**config.mk**
```make
export PLATFORM = sky130hd
export DESIGN_NAME = gr_scoreboard
export DESIGN_NICKNAME = d
export VERILOG_FILES = /design/src/rtl/gr_scoreboard.sv
export SDC_FILE = /design/constraint.sdc
export NUM_CORES = 1
export LEC_CHECK = 0
export ABC_AREA = 1
export CORE_UTILIZATION = 25
export CTS_CLUSTER_SIZE = 24
export DETAILED_ROUTE_END_ITERATION = 7
export GPL_ROUTABILITY_DRIVEN = 0
export HOLD_SLACK_MARGIN = 0.08
export MAX_ROUTING_LAYER = met4
export PLACE_DENSITY = 0.44
export SLEW_MARGIN = 5
export SYNTH_ARGS = -nofsm -noshare
export SYNTH_HDL_FRONTEND = slang
export SYNTH_SLANG_ARGS = --single-unit
```
**constraint.sdc**
```tcl
create_clock -name clk -period 3.3 [get_ports clk]
set_input_delay 0.99 -clock clk [delete_from_list [all_inputs] [get_ports clk]]
set_output_delay 0.99 -clock clk [all_outputs]
set_load 0.01 [all_outputs]
```
**src/rtl/gr_scoreboard.sv**
```systemverilog
// Register-hazard scoreboard for the 32x32 GRF: per-register in-flight write counters gating ID issue.
// Optional build macro GR_SB_WB_BYPASS_EN: lets a dependent read issue in the producer's writeback cycle.
module gr_scoreboard #(
    parameter int unsigned CNT_W  = 2,
    parameter int unsigned PERF_W = 32
) (
    input  logic              clk,
    input  logic              rst_n,
    input  logic              id_valid,
    output logic              id_ready,
    input  logic [4:0]        id_raddr1,
    input  logic [4:0]        id_raddr2,
    input  logic [4:0]        id_raddr3,
    input  logic [2:0]        id_ruse,
    input  logic              id_we,
    input  logic [4:0]        id_waddr,
    input  logic              wb_valid,
    input  logic [4:0]        wb_waddr,
    input  logic              flush,
    output logic [31:0]       busy_vec,
    output logic [PERF_W-1:0] stall_cnt,
    output logic              err
);

    localparam int unsigned NREG = 32;
    localparam int unsigned NSRC = 3;
    localparam logic [CNT_W-1:0] CNT_MAX = '1;

    logic [CNT_W-1:0] cnt [NREG];
    logic [4:0]       raddr [NSRC];
    logic             src_haz;
    logic             str_haz;
    logic             issue;
    logic             err_set;
    logic [NREG-1:0]  inc;
    logic [NREG-1:0]  dec;

    assign raddr[0] = id_raddr1;
    assign raddr[1] = id_raddr2;
    assign raddr[2] = id_raddr3;

    // Issue gating: any pending source, or a saturated destination counter, holds ID.
    always_comb begin
        src_haz = 1'b0;
        for (int k = 0; k < int'(NSRC); k++) begin
            if (id_ruse[k] && raddr[k] != 5'd0 && cnt[raddr[k]] != '0) begin
`ifdef GR_SB_WB_BYPASS_EN
                // Last outstanding write is retiring now; regfile write-through supplies the data.
                if (!(wb_valid && wb_waddr == raddr[k] && cnt[raddr[k]] == CNT_W'(1))) begin
                    src_haz = 1'b1;
                end
`else
                src_haz = 1'b1;
`endif
            end
        end
        str_haz  = id_we && id_waddr != 5'd0 && cnt[id_waddr] == CNT_MAX;
        id_ready = !flush && !src_haz && !str_haz;
        issue    = id_valid && id_ready;
        err_set  = wb_valid && wb_waddr != 5'd0 && cnt[wb_waddr] == '0
                   && !(issue && id_we && id_waddr == wb_waddr);
    end

    always_comb begin
        inc      = '0;
        dec      = '0;
        busy_vec = '0;
        for (int i = 1; i < int'(NREG); i++) begin
            inc[i]      = issue && id_we && id_waddr == 5'(i);
            dec[i]      = wb_valid && wb_waddr == 5'(i) && cnt[i] != '0;
            busy_vec[i] = cnt[i] != '0;
        end
    end

    always_ff @(posedge clk) begin
        if (!rst_n) begin
            for (int i = 0; i < int'(NREG); i++) begin
                cnt[i] <= '0;
            end
            stall_cnt <= '0;
            err       <= 1'b0;
        end else begin
            for (int i = 0; i < int'(NREG); i++) begin
                if (flush || i == 0) begin
                    cnt[i] <= '0;
                end else if (inc[i] && !dec[i]) begin
                    cnt[i] <= cnt[i] + CNT_W'(1);
                end else if (dec[i] && !inc[i]) begin
                    cnt[i] <= cnt[i] - CNT_W'(1);
                end
            end
            if (id_valid && !id_ready) begin
                stall_cnt <= stall_cnt + PERF_W'(1);
            end
            if (err_set) begin
                err <= 1'b1;
            end
        end
    end

endmodule

```
==> results.py <==
metrics = {
    "critical_path": {
        "crit_path_max_incr_delay_ps": 180,
        "path_class": "primary input to output port",
        "cp_cell_sequence": "buf_12, buf_12, nand2_4, buf_6, nor2_1, nor2_1, nand2_1, nand2_1, nand2_1, inv_1, nand2_1, nand2_1, nand2_1, nand2_2, nand3_4, nor2_4, buf_6",
        "cp_common_cell": "nand2_1",
        "cp_data_arrival_time_ps": 2570,
        "crit_family": "simple AND/OR/NAND/NOR gates",
        "crit_slowest_cell": "nor2_4",
        "crit_path_max_fanout": 7,
        "cp-end-kind": "output port",
        "crit_buf_inv": 5,
        "startpoint_type": "primary input",
        "crit_required_ps": 2310,
    },
    "logic_synthesis": {
        "yosys_warnings": 0,
        "syn_nets": 1540,
        "ys.flop_type": "edfxtp_1",
        "synth.distinct_cells": 36,
        "synth_edf_count": 62,
        "synth_cells": 1474,
        "synth.most_common_cell": "nand2_1",
        "synth_area_um2": 8900,
        "ys_ff_latch": 95,
        "yosysTopAreaCellShare_pct": 20.9,
        "async_reset_ff_share_pct": 0,
        "synth.area.top_cells": "edfxtp_1 (21%), nand2_1 (18%), inv_1 (10%)",
        "synth_common_cells": "nand2_1 (432), inv_1 (237), nor2_1 (183)",
        "synth.avg_cell_area_um2": 6.04,
        "synth_top_cell_by_area": "edfxtp_1",
        "seq_area_frac_synth_pct": 28.3,
    },
    "timing": {
        "worstMarginPinSlew_ps": 560,
        "slew_headroom_pct": 62.3,
        "max_freq_mhz": 281,
        "fin_crit_ps": 3560,
        "fin_ws_ps": -264,
        "report.final.slew_viol_count": 0,
        "hold_viol": 0,
        "finalSetupViolCount": 3,
        "fin_crit_sh_pct": 108,
        "clock_skew_ps": 15.4,
        "rsz0062_at_grt": "yes",
    },
    "route": {
        "wl_mm": 39.3,
        "wl_per_cell_um": 17.9,
        "drcViolationCount": 0,
        "first_pass_iters": 5,
        "ant_nets": 0,
        "viasPerCell": 4.92,
        "num_vias": 10800,
        "drt_iter0_drc": 966,
    },
    "final_layout": {
        "final_util_pct": 35.9,
        "layout-drive-gt1-share_pct": 17.3,
        "area_growth_pct": 40.5,
        "diodes": 0,
        "final_cells": 2194,
        "layout.nets": 1800,
        "regArea_um2": 2520,
        "fill_cells": 3880,
        "multi_input_area_um2": 5440,
    },
    "floorplanning": {
        "die_height_um": 191,
        "io_pins": 100,
        "initial_core_util_pct": 25.6,
        "die_w_um": 191,
        "dieArea_um2": 36400,
        "coreArea_um2": 34800,
        "fp-row-count": 68,
    },
    "global_routing": {
        "met2_usage_pct": 33.4,
        "busiest_layer": "met2",
        "use_met3_pct": 2.82,
        "grt_max_degree": 39,
        "grt_overflow_total": 0,
        "grt_pass1_vias": 10200,
        "antenna_found_initial": 0,
        "grt_pass1_wl_mm": 59.5,
        "grt_use_met1_pct": 31.1,
        "grt_usage_pct": 22.3,
    },
    "cts": {
        "cts_buffer_depth": 2,
        "h-tree-depth": 3,
        "tritoncts": "built",
        "numCtsBuffers": 9,
        "numClockSinks": 95,
        "hold_buffers": 0,
        "root_buffer": "clkbuf_16",
        "clkTransAtPathRegs_ps": 70,
        "clk-insertion-delay-late_ps": 380,
    },
    "power_and_ir_drop": {
        "cellLeakagePower_nw": 5.58,
        "power_mw": 3.57,
        "irDropWorstVdd_v": 0.000251,
        "power_density_nw_per_um2": 285,
    },
    "placed_design": {
        "place_worst_setup_slack_ps": -1200,
        "io_buffers": 98,
        "dp.cells": 2168,
        "place_hpwl_mm": 30.2,
    },
    "status": {
        "violations": "setup timing",
        "status": "complete, but fails checks",
    },
    "worst_hold_path": {
        "hold_path.class": "flip-flop to flip-flop",
    },
    "flow_run": {
        "maxCapViolations": 0,
    },
}
## power breakdown
| group | total, mW | switching, mW | internal, mW |
|---|---|---|---|
| registers | 1.34 | 0.0333 | 1.31 |
| clock network | 1.12 | 0.549 | 0.568 |
| logic | 1.11 | 0.664 | 0.446 |
## path summary, 6_finish.rpt
path / startpoint / cells after the start / endpoint / slack [ps]
min reg2reg: err / 2 / err / 500
min: err / 2 / err / 500
max reg2reg: cnt[8][0] / 19 / cnt[15][1] / 340
max: id_waddr[0] / 17 / id_ready / -260
## cell type report
type,count,area share (%)
multi-input cells,1081,43.5
repair buffers,303,22.0
flip-flops and latches,95,20.2
inverters,244,7.38
well taps,455,4.55
clock buffers,10,2.00
clock inverters,6,0.380
## cells by family after synthesis
logic type | Yosys count | share of synthesized area (%)
AO/OA/AOI/OAI | 160 | 9.89
adder cells (fa/ha/maj) | 32 | 4.50
multiplexers | 4 | 0.450
flip-flops | 95 | 28.3
XOR/XNOR | 27 | 2.66
AND/OR/NAND/NOR | 857 | 41.0
buffers and inverters | 298 | 13.1
other | 1 | 0.0421
## what timing repair did
| action | 4_1_cts | 5_1_grt |
|---|---|---|
| hold endpoints to repair | 0 | 0 |
| cloned | 2 | 4 |
| resized for setup | 58 | 57 |
| pin swaps | 14 | 25 |
| buffers inserted | 3 | 2 |
| setup endpoints to repair | 156 | 129 |
## registers in the layout (all words and copies together), names as in the netlist
register   count
cnt           62
stall_cnt     32
err            1
## per-layer routing
metal  part of all wire, %  vias up
met4                   2.5        0
li1                      -     5319
met3                   6.4       57
met2                    44      397
met1                    48     5025
met5                     0        -
## cells in the final DEF (no fill, tap or decap), types with 16 or more instances in the layout
master | Yosys | final
edfxtp_1 | 62 | 62
xor2_1 | 24 | 24
nor4_1 | 35 | 35
o22ai_1 | 16 | 16
dfxtp_1 | 33 | 33
nand4_1 | 43 | 43
nor2_1 | 183 | 177
o21ai_1 | 15 | 16
nor3_1 | 38 | 38
ha_1 | 32 | 32
inv_1 | 237 | 229
nand2_1 | 432 | 410
nand2_2 | 1 | 20
a31oi_1 | 23 | 23
o21ai_0 | 28 | 25
clkdlybuf4s50_1 | 0 | 87
buf_4 | 8 | 183
a21oi_1 | 69 | 68
nand3_1 | 112 | 97
## worst reg2reg max path, cell delays in order, from the launching register on
cell and delay, ps:
edfxtp_1 500, buf_4 200, nand2_1 70, nand2_1 70, nor2_1 100, nor2_1 70
nor2_1 100, nand2_1 70, nand3_1 80, nand2_1 70, nand2_2 100, nand3_4 90
nor2_4 180, buf_4 360, nand2_1 130, nor2_2 120, buf_4 140, nand2_1 80
nand2_1 60, nand3_1 90
## metrics by stage
step,setup TNS [ps],instance area [um^2],hold slack [ps]
after floorplan,0,8910,502
after global placement,-101120,11800,486
after detailed placement,-104180,11800,487
after CTS,-336,12200,504
after global routing,-1540,12500,529
final,-316,12500,497
Power figures use the tool's default switching activity.
